**src/rtl/core.sv**
```systemverilog
// rtl/core.sv - SIMT compute core, lockstep lanes with divergence stack; MUL/DIV enabled by CORE_MULDIV_EN
module core #(
    parameter int DATA_MEM_ADDR_BITS        = 8,
    parameter int DATA_MEM_DATA_BITS        = 8,
    parameter int PROGRAM_MEM_ADDR_BITS     = 8,
    parameter int PROGRAM_MEM_DATA_BITS     = 16,
    parameter int THREADS_PER_BLOCK         = 4,
    parameter int PROGRAM_MEM_DATA_READ_NUM = 4,
    parameter int DATA_MEM_DATA_READ_NUM    = 4,
    parameter int DIV_STACK_DEPTH           = 4
) (
    input  logic                                                        clk,
    input  logic                                                        reset,
    input  logic                                                        start,
    output logic                                                        done,
    input  logic [7:0]                                                  block_id,
    input  logic [$clog2(THREADS_PER_BLOCK):0]                          thread_count,
    output logic                                                        program_mem_read_valid,
    output logic [PROGRAM_MEM_ADDR_BITS-1:0]                            program_mem_read_address,
    input  logic                                                        program_mem_read_ready,
    input  logic [PROGRAM_MEM_DATA_READ_NUM*PROGRAM_MEM_DATA_BITS-1:0]  program_mem_read_data,
    output logic                                                        data_mem_read_valid,
    output logic [DATA_MEM_ADDR_BITS-1:0]                               data_mem_read_address,
    input  logic                                                        data_mem_read_ready,
    input  logic [DATA_MEM_DATA_READ_NUM*DATA_MEM_DATA_BITS-1:0]        data_mem_read_data,
    output logic                                                        data_mem_write_valid,
    output logic [DATA_MEM_ADDR_BITS-1:0]                               data_mem_write_address,
    output logic [DATA_MEM_DATA_BITS-1:0]                               data_mem_write_data,
    input  logic                                                        data_mem_write_ready
);
    localparam int T   = THREADS_PER_BLOCK;
    localparam int LW  = $clog2(T);
    localparam int TCW = LW + 1;
    localparam int DW  = DATA_MEM_DATA_BITS;
    localparam int AW  = DATA_MEM_ADDR_BITS;
    localparam int PW  = PROGRAM_MEM_ADDR_BITS;
    localparam int IW  = PROGRAM_MEM_DATA_BITS;
    localparam int PRN = PROGRAM_MEM_DATA_READ_NUM;
    localparam int DRN = DATA_MEM_DATA_READ_NUM;
    localparam int PIW = $clog2(PRN);
    localparam int DIW = $clog2(DRN);
    localparam int SD  = DIV_STACK_DEPTH;
    localparam int SIW = $clog2(SD);
    localparam int SPW = SIW + 1;
    localparam logic [PW-1:0]  L_PRN = PW'(PRN);
    localparam logic [AW-1:0]  L_DRN = AW'(DRN);
    localparam logic [SPW-1:0] L_SD  = SPW'(SD);

    localparam logic [3:0] OP_CMP   = 4'h2;
    localparam logic [3:0] OP_ADD   = 4'h3;
    localparam logic [3:0] OP_SUB   = 4'h4;
`ifdef CORE_MULDIV_EN
    localparam logic [3:0] OP_MUL   = 4'h5;
    localparam logic [3:0] OP_DIV   = 4'h6;
`endif
    localparam logic [3:0] OP_LDR   = 4'h7;
    localparam logic [3:0] OP_STR   = 4'h8;
    localparam logic [3:0] OP_CONST = 4'h9;
    localparam logic [3:0] OP_SSYN  = 4'hB;
    localparam logic [3:0] OP_SYNC  = 4'hC;
    localparam logic [3:0] OP_JUMP  = 4'hD;
    localparam logic [3:0] OP_RET   = 4'hF;

    typedef enum logic [2:0] {
        S_IDLE, S_FETCH, S_DECODE, S_REQUEST, S_WAIT, S_EXECUTE, S_UPDATE, S_DONE
    } state_t;

    state_t                 r_state, w_next;
    logic [PW-1:0]          r_pc, r_buf_base, r_pm_addr;
    logic                   r_buf_valid;
    logic [IW-1:0]          r_buf [PRN];
    logic [IW-1:0]          r_instr;
    logic [T-1:0]           r_mask, r_pend;
    logic [12:0][DW-1:0]    r_regs [T];
    logic [2:0]             r_nzp [T];
    logic [DW-1:0]          r_ld_val [T];
    logic [PW-1:0]          r_stk_pc [SD];
    logic [T-1:0]           r_stk_mask [SD];
    logic [SPW-1:0]         r_sp;
    logic                   r_pm_valid, r_pm_hold;
    logic                   r_dr_valid, r_dr_hold;
    logic [AW-1:0]          r_dr_addr;
    logic                   r_dw_valid, r_dw_hold;
    logic [AW-1:0]          r_dw_addr;
    logic [DW-1:0]          r_dw_data;

    logic [3:0]             w_op, w_rd, w_rs, w_rt;
    logic [7:0]             w_imm;
    logic [2:0]             w_cond;
    logic [PW-1:0]          w_off, w_imm_pc;
    logic                   w_in_buf, w_wb, w_stk_ne, w_reentry;
    logic [T-1:0]           w_tc_mask, w_active, w_pass, w_ld_hit;
    logic [DW-1:0]          w_rs_val [T];
    logic [DW-1:0]          w_rt_val [T];
    logic [DW-1:0]          w_alu [T];
    logic [AW-1:0]          w_addr [T];
    logic [AW-1:0]          w_ld_off [T];
    logic [AW-1:0]          w_ld_base;
    logic [LW-1:0]          w_st_lane;
    logic [DW-1:0]          w_dr_word [DRN];
    logic [IW-1:0]          w_pm_word [PRN];
    logic [SIW-1:0]         w_top_idx;
    logic [PW-1:0]          w_top_pc;
    logic [T-1:0]           w_top_mask;

    // R13-R15 are read-only views of block id, thread count and lane index
    function automatic logic [DW-1:0] f_read(input logic [12:0][DW-1:0] row, input logic [3:0] idx,
                                             input logic [DW-1:0] bid, input logic [DW-1:0] tcv,
                                             input logic [DW-1:0] lane_id);
        case (idx)
            4'd13:   f_read = bid;
            4'd14:   f_read = tcv;
            4'd15:   f_read = lane_id;
            default: f_read = row[idx];
        endcase
    endfunction

    assign w_op       = r_instr[15:12];
    assign w_rd       = r_instr[11:8];
    assign w_rs       = r_instr[7:4];
    assign w_rt       = r_instr[3:0];
    assign w_imm      = r_instr[7:0];
    assign w_imm_pc   = PW'(w_imm);
    assign w_cond     = {r_instr[9], r_instr[10], r_instr[8]};
    assign w_off      = r_pc - r_buf_base;
    assign w_in_buf   = r_buf_valid && (w_off < L_PRN);
    assign w_active   = r_mask & w_tc_mask;
    assign w_stk_ne   = (r_sp != '0);
    assign w_top_idx  = SIW'(r_sp - SPW'(1));
    assign w_top_pc   = r_stk_pc[w_top_idx];
    assign w_top_mask = r_stk_mask[w_top_idx];
    assign w_reentry  = w_stk_ne && (w_top_pc == w_imm_pc);

    assign done                     = (r_state == S_DONE);
    assign program_mem_read_valid   = r_pm_valid;
    assign program_mem_read_address = r_pm_addr;
    assign data_mem_read_valid      = r_dr_valid;
    assign data_mem_read_address    = r_dr_addr;
    assign data_mem_write_valid     = r_dw_valid;
    assign data_mem_write_address   = r_dw_addr;
    assign data_mem_write_data      = r_dw_data;

    // Per-lane operand read, branch condition and load coalescing window
    always_comb begin
        w_ld_base = '1;
        w_st_lane = '0;
        for (int l = 0; l < T; l++) begin
            w_tc_mask[l] = (TCW'(l) < thread_count);
            w_rs_val[l]  = f_read(r_regs[l], w_rs, DW'(block_id), DW'(thread_count), DW'(l));
            w_rt_val[l]  = f_read(r_regs[l], w_rt, DW'(block_id), DW'(thread_count), DW'(l));
            w_addr[l]    = AW'(w_rs_val[l]);
            w_ld_off[l]  = w_addr[l] - r_dr_addr;
            w_ld_hit[l]  = r_pend[l] && (w_ld_off[l] < L_DRN);
            w_pass[l]    = w_active[l] && ((w_cond & r_nzp[l]) != 3'b000);
            if (r_pend[l] && (w_addr[l] < w_ld_base)) w_ld_base = w_addr[l];
        end
        for (int l = T - 1; l >= 0; l--) begin
            if (r_pend[l]) w_st_lane = LW'(l);
        end
        for (int j = 0; j < DRN; j++) w_dr_word[j] = data_mem_read_data[j*DW +: DW];
        for (int j = 0; j < PRN; j++) w_pm_word[j] = program_mem_read_data[j*IW +: IW];
    end

    // Per-lane result of the current instruction and whether it writes rd
    always_comb begin
        w_wb = 1'b0;
        case (w_op)
            OP_ADD, OP_SUB, OP_LDR, OP_CONST: w_wb = 1'b1;
`ifdef CORE_MULDIV_EN
            OP_MUL, OP_DIV:                   w_wb = 1'b1;
`endif
            default:                          w_wb = 1'b0;
        endcase
        for (int l = 0; l < T; l++) begin
            w_alu[l] = '0;
            case (w_op)
                OP_ADD:   w_alu[l] = w_rs_val[l] + w_rt_val[l];
                OP_SUB:   w_alu[l] = w_rs_val[l] - w_rt_val[l];
                OP_LDR:   w_alu[l] = r_ld_val[l];
                OP_CONST: w_alu[l] = DW'(w_imm);
`ifdef CORE_MULDIV_EN
                OP_MUL:   w_alu[l] = w_rs_val[l] * w_rt_val[l];
                OP_DIV:   w_alu[l] = (w_rt_val[l] == '0) ? '1 : w_rs_val[l] / w_rt_val[l];
`endif
                default:  w_alu[l] = '0;
            endcase
        end
    end

    // State register
    always_ff @(posedge clk) begin
        if (!reset) r_state <= S_IDLE;
        else        r_state <= w_next;
    end

    // Next-state: memory phases advance only once their handshakes complete
    always_comb begin
        w_next = r_state;
        case (r_state)
            S_IDLE:    if (start) w_next = S_FETCH;
            S_FETCH:   if (w_in_buf || (r_pm_valid && program_mem_read_ready)) w_next = S_DECODE;
            S_DECODE:  w_next = S_REQUEST;
            S_REQUEST: w_next = S_WAIT;
            S_WAIT:    if ((r_pend == '0) && !r_dr_valid && !r_dw_valid) w_next = S_EXECUTE;
            S_EXECUTE: w_next = S_UPDATE;
            S_UPDATE:  w_next = (w_op == OP_RET) ? S_DONE : S_FETCH;
            S_DONE:    w_next = S_DONE;
            default:   w_next = S_IDLE;
        endcase
    end

    // Datapath: fetch buffer, memory handshakes, register writeback, PC/mask/stack
    always_ff @(posedge clk) begin
        if (!reset) begin
            r_pc        <= '0;
            r_buf_base  <= '0;
            r_buf_valid <= 1'b0;
            r_instr     <= '0;
            r_mask      <= '0;
            r_pend      <= '0;
            r_sp        <= '0;
            r_pm_valid  <= 1'b0;
            r_pm_hold   <= 1'b0;
            r_pm_addr   <= '0;
            r_dr_valid  <= 1'b0;
            r_dr_hold   <= 1'b0;
            r_dr_addr   <= '0;
            r_dw_valid  <= 1'b0;
            r_dw_hold   <= 1'b0;
            r_dw_addr   <= '0;
            r_dw_data   <= '0;
            for (int j = 0; j < PRN; j++) r_buf[j] <= '0;
            for (int s = 0; s < SD; s++) begin
                r_stk_pc[s]   <= '0;
                r_stk_mask[s] <= '0;
            end
            for (int l = 0; l < T; l++) begin
                r_regs[l]   <= '0;
                r_nzp[l]    <= '0;
                r_ld_val[l] <= '0;
            end
        end else begin
            // a port may issue again only after its ready has been seen low
            if (!program_mem_read_ready) r_pm_hold <= 1'b0;
            if (!data_mem_read_ready)    r_dr_hold <= 1'b0;
            if (!data_mem_write_ready)   r_dw_hold <= 1'b0;
            case (r_state)
                S_IDLE: begin
                    if (start) begin
                        r_pc        <= '0;
                        r_mask      <= w_tc_mask;
                        r_buf_valid <= 1'b0;
                        r_sp        <= '0;
                        for (int l = 0; l < T; l++) begin
                            r_regs[l] <= '0;
                            r_nzp[l]  <= '0;
                        end
                    end
                end
                S_FETCH: begin
                    if (!w_in_buf) begin
                        if (r_pm_valid) begin
                            if (program_mem_read_ready) begin
                                for (int j = 0; j < PRN; j++) r_buf[j] <= w_pm_word[j];
                                r_buf_base  <= r_pm_addr;
                                r_buf_valid <= 1'b1;
                                r_pm_valid  <= 1'b0;
                                r_pm_hold   <= 1'b1;
                            end
                        end else if (!r_pm_hold) begin
                            r_pm_valid <= 1'b1;
                            r_pm_addr  <= r_pc;
                        end
                    end
                end
                S_DECODE:  r_instr <= r_buf[w_off[PIW-1:0]];
                S_REQUEST: r_pend  <= ((w_op == OP_LDR) || (w_op == OP_STR)) ? w_active : '0;
                S_WAIT: begin
                    if (w_op == OP_LDR) begin
                        if (r_dr_valid) begin
                            if (data_mem_read_ready) begin
                                for (int l = 0; l < T; l++) begin
                                    if (w_ld_hit[l]) begin
                                        r_ld_val[l] <= w_dr_word[w_ld_off[l][DIW-1:0]];
                                        r_pend[l]   <= 1'b0;
                                    end
                                end
                                r_dr_valid <= 1'b0;
                                r_dr_hold  <= 1'b1;
                            end
                        end else if ((r_pend != '0) && !r_dr_hold) begin
                            r_dr_valid <= 1'b1;
                            r_dr_addr  <= w_ld_base;
                        end
                    end else if (w_op == OP_STR) begin
                        if (r_dw_valid) begin
                            if (data_mem_write_ready) begin
                                r_pend[w_st_lane] <= 1'b0;
                                r_dw_valid        <= 1'b0;
                                r_dw_hold         <= 1'b1;
                            end
                        end else if ((r_pend != '0) && !r_dw_hold) begin
                            r_dw_valid <= 1'b1;
                            r_dw_addr  <= w_addr[w_st_lane];
                            r_dw_data  <= w_rt_val[w_st_lane];
                        end
                    end
                end
                S_EXECUTE: begin
                    for (int l = 0; l < T; l++) begin
                        if (w_active[l]) begin
                            if (w_wb && (w_rd < 4'd13)) r_regs[l][w_rd] <= w_alu[l];
                            if (w_op == OP_CMP)
                                r_nzp[l] <= {w_rs_val[l] < w_rt_val[l], w_rs_val[l] == w_rt_val[l],
                                             w_rs_val[l] > w_rt_val[l]};
                        end
                    end
                end
                S_UPDATE: begin
                    case (w_op)
                        OP_SSYN: begin
                            if (w_pass == '0) begin
                                r_pc <= w_imm_pc;
                            end else begin
                                r_pc   <= r_pc + PW'(1);
                                r_mask <= w_pass;
                                if (!w_reentry && (r_sp < L_SD)) begin
                                    r_stk_pc[r_sp[SIW-1:0]]   <= w_imm_pc;
                                    r_stk_mask[r_sp[SIW-1:0]] <= r_mask;
                                    r_sp                      <= r_sp + SPW'(1);
                                end
                            end
                        end
                        OP_SYNC: begin
                            if (w_stk_ne && (w_top_pc == r_pc)) begin
                                r_mask <= w_top_mask;
                                r_sp   <= r_sp - SPW'(1);
                            end
                            r_pc <= r_pc + PW'(1);
                        end
                        OP_JUMP: r_pc <= w_imm_pc;
                        OP_RET:  r_pc <= r_pc;
                        default: r_pc <= r_pc + PW'(1);
                    endcase
                end
                default: ;
            endcase
        end
    end
endmodule

```
**config.mk**
```make
export PLATFORM = sky130hd
export DESIGN_NAME = core
export DESIGN_NICKNAME = d
export VERILOG_FILES = /design/src/rtl/core.sv
export SDC_FILE = /design/constraint.sdc
export NUM_CORES = 2
export LEC_CHECK = 0
export ABC_AREA = 0
export BUFFER_PORTS_ARGS = -buffer_cell sky130_fd_sc_hd__clkbuf_2
export CAP_MARGIN = 20
export CORE_ASPECT_RATIO = 0.9
export CORE_MARGIN = 5
export CORE_UTILIZATION = 60
export DETAILED_ROUTE_END_ITERATION = 8
export GPL_TIMING_DRIVEN = 0
export PLACE_DENSITY = 0.78
export SLEW_MARGIN = 10
export SYNTH_ARGS = -nofsm -noshare
export SYNTH_HDL_FRONTEND = slang
export SYNTH_SLANG_ARGS = --single-unit
```
**constraint.sdc**
```tcl
create_clock -name clk -period 11.25 [get_ports clk]
set_input_delay 0.5625 -clock clk [delete_from_list [all_inputs] [get_ports clk]]
set_output_delay 0.5625 -clock clk [all_outputs]
set_load 0.02 [all_outputs]
```
Word level (Yosys, flattened, before mapping)

Memories as Yosys holds them, arrays and structs flattened. A register that Yosys moved wholly into a read port is not among the register bits.
Cells that the tools add are included.

Register bits after elaboration: 69
Memory bits (writable): 572
Input port bits: 113
Output and inout port bits: 36
Logic and storage cells: 1,284
Memories kept: 6

Memory list:

| name       | words | bits a word | rd ports | clocked after memory_dff | write ports | RTL line | source |
|---|---|---|---|---|---|---|---|
| r_regs     | 4     | 104         | 4        | 0                        | 4           | 74       | `logic [12:0][DW-1:0] r_regs [T];` |
| r_buf      | 4     | 16          | 1        | 1                        | 4           | 71       | `logic [IW-1:0] r_buf [PRN];` |
| r_ld_val   | 4     | 8           | 4        | 0                        | 4           | 76       | `logic [DW-1:0] r_ld_val [T];` |
| r_stk_pc   | 4     | 8           | 1        | 0                        | 4           | 77       | `logic [PW-1:0] r_stk_pc [SD];` |
| r_stk_mask | 4     | 4           | 1        | 0                        | 4           | 78       | `logic [T-1:0] r_stk_mask [SD];` |
| r_nzp      | 4     | 3           | 4        | 0                        | 4           | 75       | `logic [2:0] r_nzp [T];` |

Add/sub/neg operators: 16
$lt $le $gt $ge: 34
Eq/ne operators: 49
Muxes and demuxes: 642
Bitwise operators: 454
Reductions and logical operators: 63

Operators with widths:

| kind                                                                  | number |
|---|---|
| 104-bit 2-to-1 mux                                                    | 8 |
| 1-bit 2-to-1 mux                                                      | 528 |
| 1-bit OR                                                              | 436 |
| 8-bit binary-select mux with 4-bit select                             | 8 |
| 8-bit 2-to-1 mux                                                      | 32 |
| 8-bit case mux with 3 select lines                                    | 9 |
| 8-bit case mux with 4 select lines                                    | 4 |
| 8-bit binary-select mux with 2-bit select                             | 6 |
| 8-bit subtractor                                                      | 9 |
| 16-bit 2-to-1 mux                                                     | 4 |
| 8-bit < comparator                                                    | 7 |
| 4-bit == test (second input constant)                                 | 12 |
| 8-bit == test                                                         | 6 |
| 3-bit 2-to-1 mux                                                      | 16 |
| 4-bit 2-to-1 mux                                                      | 11 |
| 8-bit by 3-bit < comparator with 1-bit output (second input constant) | 5 |
| 3-bit != test (second input constant)                                 | 12 |
| 8-bit adder                                                           | 4 |
| 8-bit demux with 4-bit select                                         | 1 |
| 8-bit > comparator                                                    | 4 |
| 7-bit AND reduction                                                   | 4 |
| 1-bit logical AND                                                     | 24 |
| 3-bit case mux with 8 select lines                                    | 1 |
| 4-bit case mux with 2 select lines                                    | 3 |
| other kinds (44)                                                      | 104 |

Logic depth before layout (Yosys ltp)

Depth in word-level cells: 15
Depth in mapped cells: 35
Gate-level depth less buffers: 29

Worst setup path after synthesis

Ideal clock, no wire load.

Kind: register -> register
Start: register r_instr[4] (read register of r_buf)
End: register r_dr_addr[2], in the netlist data_mem_read_address[2]
Library setup time: 0.129 ns
Arrival time: 7.010 ns
Data required time: 11.121 ns
Setup slack: 4.112 ns
Cell stages (with the launch flop): 33
Path buffers: 6
Period minus slack after synthesis: 7.138 ns
Cells stage by stage: dfxtp_1 buf_4 buf_4 buf_2 buf_2 mux4_2 o22a_1 o21ai_0 inv_1 ha_1 nand3_1 a21oi_1 or3_1 a21oi_4 mux2i_1 inv_1 ha_1 o21ai_0 a221o_1 and2_1 a31oi_1 buf_2 nor2_1 a21o_1 ha_1 a21o_1 a21o_1 a2111oi_0 o221ai_1 o31ai_2 or3b_1 clkbuf_1 o211ai_1

Cells in the longest elaborated chain, start to end: 15
Elaborated cells on any way between the ends: 27
Classes of those cells: 4 x order compare; 3 x eq/ne; 16 x mux; 4 x reduce/logical

Ends and longest elaborated chain:

| element                                   | RTL line | source |
|---|---|---|
| start: declaration                        | 72       | `logic [IW-1:0] r_instr;` |
| 8-bit binary-select mux with 4-bit select | 114      | `default: f_read = row[idx];` |
| 8-bit 2-to-1 mux (implied by the code)    | 114      |  |
| 8-bit case mux with 3 select lines        | 110      | `case (idx)` |
| 8-bit < comparator                        | 155      | `if (r_pend[l] && (w_addr[l] < w_ld_base)) w_ld_base = w_addr[l];` |
| 1-bit logical AND                         | 155      |  |
| 8-bit 2-to-1 mux                          | 155      |  |
| 8-bit < comparator                        | 155      |  |
| 1-bit logical AND                         | 155      |  |
| 8-bit 2-to-1 mux                          | 155      |  |
| 8-bit < comparator                        | 155      |  |
| 1-bit logical AND                         | 155      |  |
| 8-bit 2-to-1 mux                          | 155      |  |
| 8-bit < comparator                        | 155      |  |
| 1-bit logical AND                         | 155      |  |
| 8-bit 2-to-1 mux *                        | 155      |  |
| end signal: assignment                    | 293      | `r_dr_addr <= w_ld_base;` |
| end: declaration                          | 82       | `logic [AW-1:0] r_dr_addr;` |

Mark *: on every way between the ends. The rest lies on a longest branch, timed or not. The select of a mux whose other input is x is not followed.
A chain may end at the register's enable or synchronous reset.

Final worst setup path

Start: register r_instr[5] (read register of r_buf)
End: register r_dr_addr[2], in the netlist data_mem_read_address[2]

The elaborated chain is that of the path after synthesis.

==> flow_summary.yaml <==
run_status:
  status: "complete, no violations"
synthesis:
  netlist_area_sq_um: 39110
  synth.net_count: 3799
  synth_flop_cell: "edfxtp_1"
  seq_area_frac_synth_pct: 45.54
  async_flop_share_pct: 0
  synth.avg_cell_area_sq_um: 11.01
  synthDistinctLibCells: 97
  synth_edf_count: 465
  syn_inst: 3553
  ys_warn_count: 0
  synth_seq_cells: 657
global_routing:
  grt_pass1_wl_mm: 217.1
  grt-ovfl-total: 0
  grt.total_usage_pct: 42.27
  grt_max_degree: 65
  grt_antenna_before_repair: 5
  grt_pass1_vias: 31630
power_and_ir_drop:
  cellLeakagePower_nw: 16.07
  peakVddDrop_mv: 0.1462
  powerDensity_nw_per_um2: 157.1
  seqPwrFrac_pct: 42.1
  p_comb_share_pct: 24.4
  power.switching_w: 0.002223
  switching_share_pct: 32.53
  p_int_w: 0.004611
  power.share.clock_pct: 33.4
timing:
  grt_setup_unrepaired: "false"
  hold_viol: 0
  finalClockSkew_ns: 0.04679
  whs_ns: 0.1967
  maxSlewHeadroom_pct: 16.30
  maxSlewViolCount: 0
  setup_slack_ns: 0.7099
  worst_pin_slew_ns: 1.255
  fin_crit_sh_pct: 93.69
  max_freq_mhz: 94.88
  finalSetupViolCount: 0
  period_minus_slack_ns: 10.54
  tns_ns: 0
floorplanning:
  initial_core_util_pct: 60.81
  coreArea_sq_um: 64300
  ioPinCount: 149
  die_w_um: 279.1
  die_area_sq_um: 70390
  floorplan.die.height_um: 252.2
  std_cell_rows: 88
drt:
  wirelength_mm: 151.6
  drc: 0
  routed_via_density: 7.083
  wire_per_inst_um: 32.15
  dr.pass1.iters: 7
  drt_iter0_drc: 5443
  antenna_left: 0
  route.vias.total: 33400
critical_path:
  endpoint_kind: "register"
  path_max_fanout: 10
  crit_type: "reg2reg"
  cp-start-kind: "register"
  crit_required_ns: 11.76
  rrSetupSlack_ns: 0.71
  cpPeakStageDelay_ns: 0.89
  slowest_stage: "o21ai_0"
  arrival_ns: 11.05
clock_tree:
  postCtsSetupBuffers: 0
  post_cts_resized: 0
  cts_hold_buf: 0
  cts-root-buf: "clkbuf_16"
  cts_buffer_depth: 3
  cts_sinks: 657
  ctsHtreeMaxLevel: 3
  clk_latency_ns: 0.66
  clk_pin_slew_worst_paths_ns: 0.07
  cts_tree: "yes"
  cts_buffers: 68
min_path:
  hold_class: "in2reg"
run:
  maxCapViolations: 0
placed_design:
  portBuffers: 146
  dp_slack_ns: 1.150
  dp_cells: 4581
  gp_congestion: 1.049
  post-dp-hpwl_mm: 114.7
layout:
  layout-drive-gt1-share_pct: 16.71
  nets: 4051
  synthToLayoutAreaGrowth_pct: 11.20
  final_cells: 4716
-- synth_stat cells (23+ instances only) --
library cell	count	area share, %
buf_2	42	0.54
o21ai_0	110	1.4
nand2b_1	47	0.75
xnor2_1	32	0.72
nand2_1	356	3.4
a21oi_1	137	1.8
nor2b_1	57	0.91
edfxtp_1	465	36
mux2i_1	162	4.1
inv_1	106	1.0
dfxtp_1	192	9.8
ha_1	120	3.8
nor3_1	43	0.55
mux4_2	230	13
nand3_1	31	0.40
clkbuf_1	160	1.5
a221oi_1	61	1.4
and2_1	123	2.0
a31oi_1	24	0.38
nor2_1	527	5.1
and3_1	47	0.75
o221ai_1	23	0.52
buf_1	29	0.28
o21bai_1	24	0.46
o211ai_1	23	0.44
-- final timing paths --
kind | from | end | cells after the start
max | r_instr[5] | data_mem_read_address[2] | 34
min | program_mem_read_ready | r_pm_hold | 3
max reg2reg | r_instr[5] | data_mem_read_address[2] | 34
min reg2reg | r_regs[2][15] | r_regs[2][15] | 2
-- cell families (layout without fill, tap and decap cells) --
group                    count (synthesis)  in the layout  synth area share [%]
AO/OA/AOI/OAI                          630            630                 11.66
adder cells (fa/ha/maj)                133            133                 4.505
XOR/XNOR                                43             43                0.9631
buffers and inverters                  360            666                 3.900
flip-flops                             657            657                 45.54
multiplexers                           411            411                 17.99
other                                    0              2                     0
AND/OR/NAND/NOR                       1319           1319                 15.45
-- sequential cells by signal, summed over array words and instances (netlist names), 12 cells and up --
name / cells
r_ld_val: 32
r_nzp: 12
r_stk_pc: 32
r_stk_mask: 16
r_buf: 64
r_instr: 16
r_regs: 416
-- cell usage in the layout, fill, tap and decap left out, types with 20 or more instances in the layout --
cell / netlist / final
nor2_1: 527 / 527
and3_1: 47 / 47
buf_1: 29 / 29
a221o_1: 22 / 22
nand3_1: 31 / 31
edfxtp_1: 465 / 465
clkbuf_16: 0 / 70
buf_4: 14 / 30
o221ai_1: 23 / 23
nor2b_1: 57 / 57
o21ai_0: 110 / 100
nand2b_1: 47 / 47
o211ai_1: 23 / 23
nand2_1: 356 / 355
a221oi_1: 61 / 57
mux4_2: 230 / 230
inv_1: 106 / 106
buf_2: 42 / 46
clkbuf_1: 160 / 173
a21o_1: 22 / 22
a31oi_1: 24 / 24
a21oi_1: 137 / 137
dfxtp_1: 192 / 192
o21ai_1: 11 / 20
o21bai_1: 24 / 24
clkbuf_2: 0 / 147
and2_1: 123 / 123
mux2i_1: 162 / 162
ha_1: 120 / 120
xnor2_1: 32 / 32
nor3_1: 43 / 41
a211oi_1: 21 / 20
-- final cells by class --
| cell class | count | area (sq um) |
|---|---|---|
| inverters | 107 | 401.6 |
| multi-input cells | 2536 | 19830 |
| repair buffers | 182 | 1057 |
| diodes | 2 | 5.005 |
| clock buffers | 85 | 1828 |
| fillers | 4955 | 20820 |
| clock inverters | 39 | 361.6 |
| well taps | 855 | 1070 |
| plain buffers | 253 | 1124 |
| flip-flops and latches | 657 | 17810 |
-- metal layers --
metal	routed length [um]	part of all wire, %	vias to the layer above	track usage (%)
met5	21	0.014	-	0.1350
li1	-	-	13790	-
met3	24190	16	553	16.01
met1	55160	36	16250	57.30
met2	63170	42	2811	60.29
met4	9060	6.0	4	20.78
-- worst max-delay path, delay by kind of cell (launching register included) --
family	cells	cell delay, ns
compound gates	14	4.15
mux	2	0.74
fa+ha+maj	3	1.00
flops	1	0.67
buf+inv	10	2.87
simple gates	5	0.95
-- metrics by stage --
step	util (%)	power, W	area [sq um]
detailed placement	64.08	0.004493	41200
CTS	67.48	0.006726	43390
global placement	63.62	0.004436	40910
finish	67.62	0.006833	43480
global route	67.62	0.007004	43480
floorplan	-	0.003880	39110
-- power by group through the flow --
stage / clock network [W] / logic, W / registers (W)
floorplan: 0 / 0.00101 / 0.00287
global placement: 0 / 0.00153 / 0.00291
detailed placement: 0 / 0.00158 / 0.00292
CTS: 0.00227 / 0.00158 / 0.00287
global route: 0.00238 / 0.00174 / 0.00289
finish: 0.00229 / 0.00167 / 0.00288
Note: power is estimated with default switching activity, not from simulation.
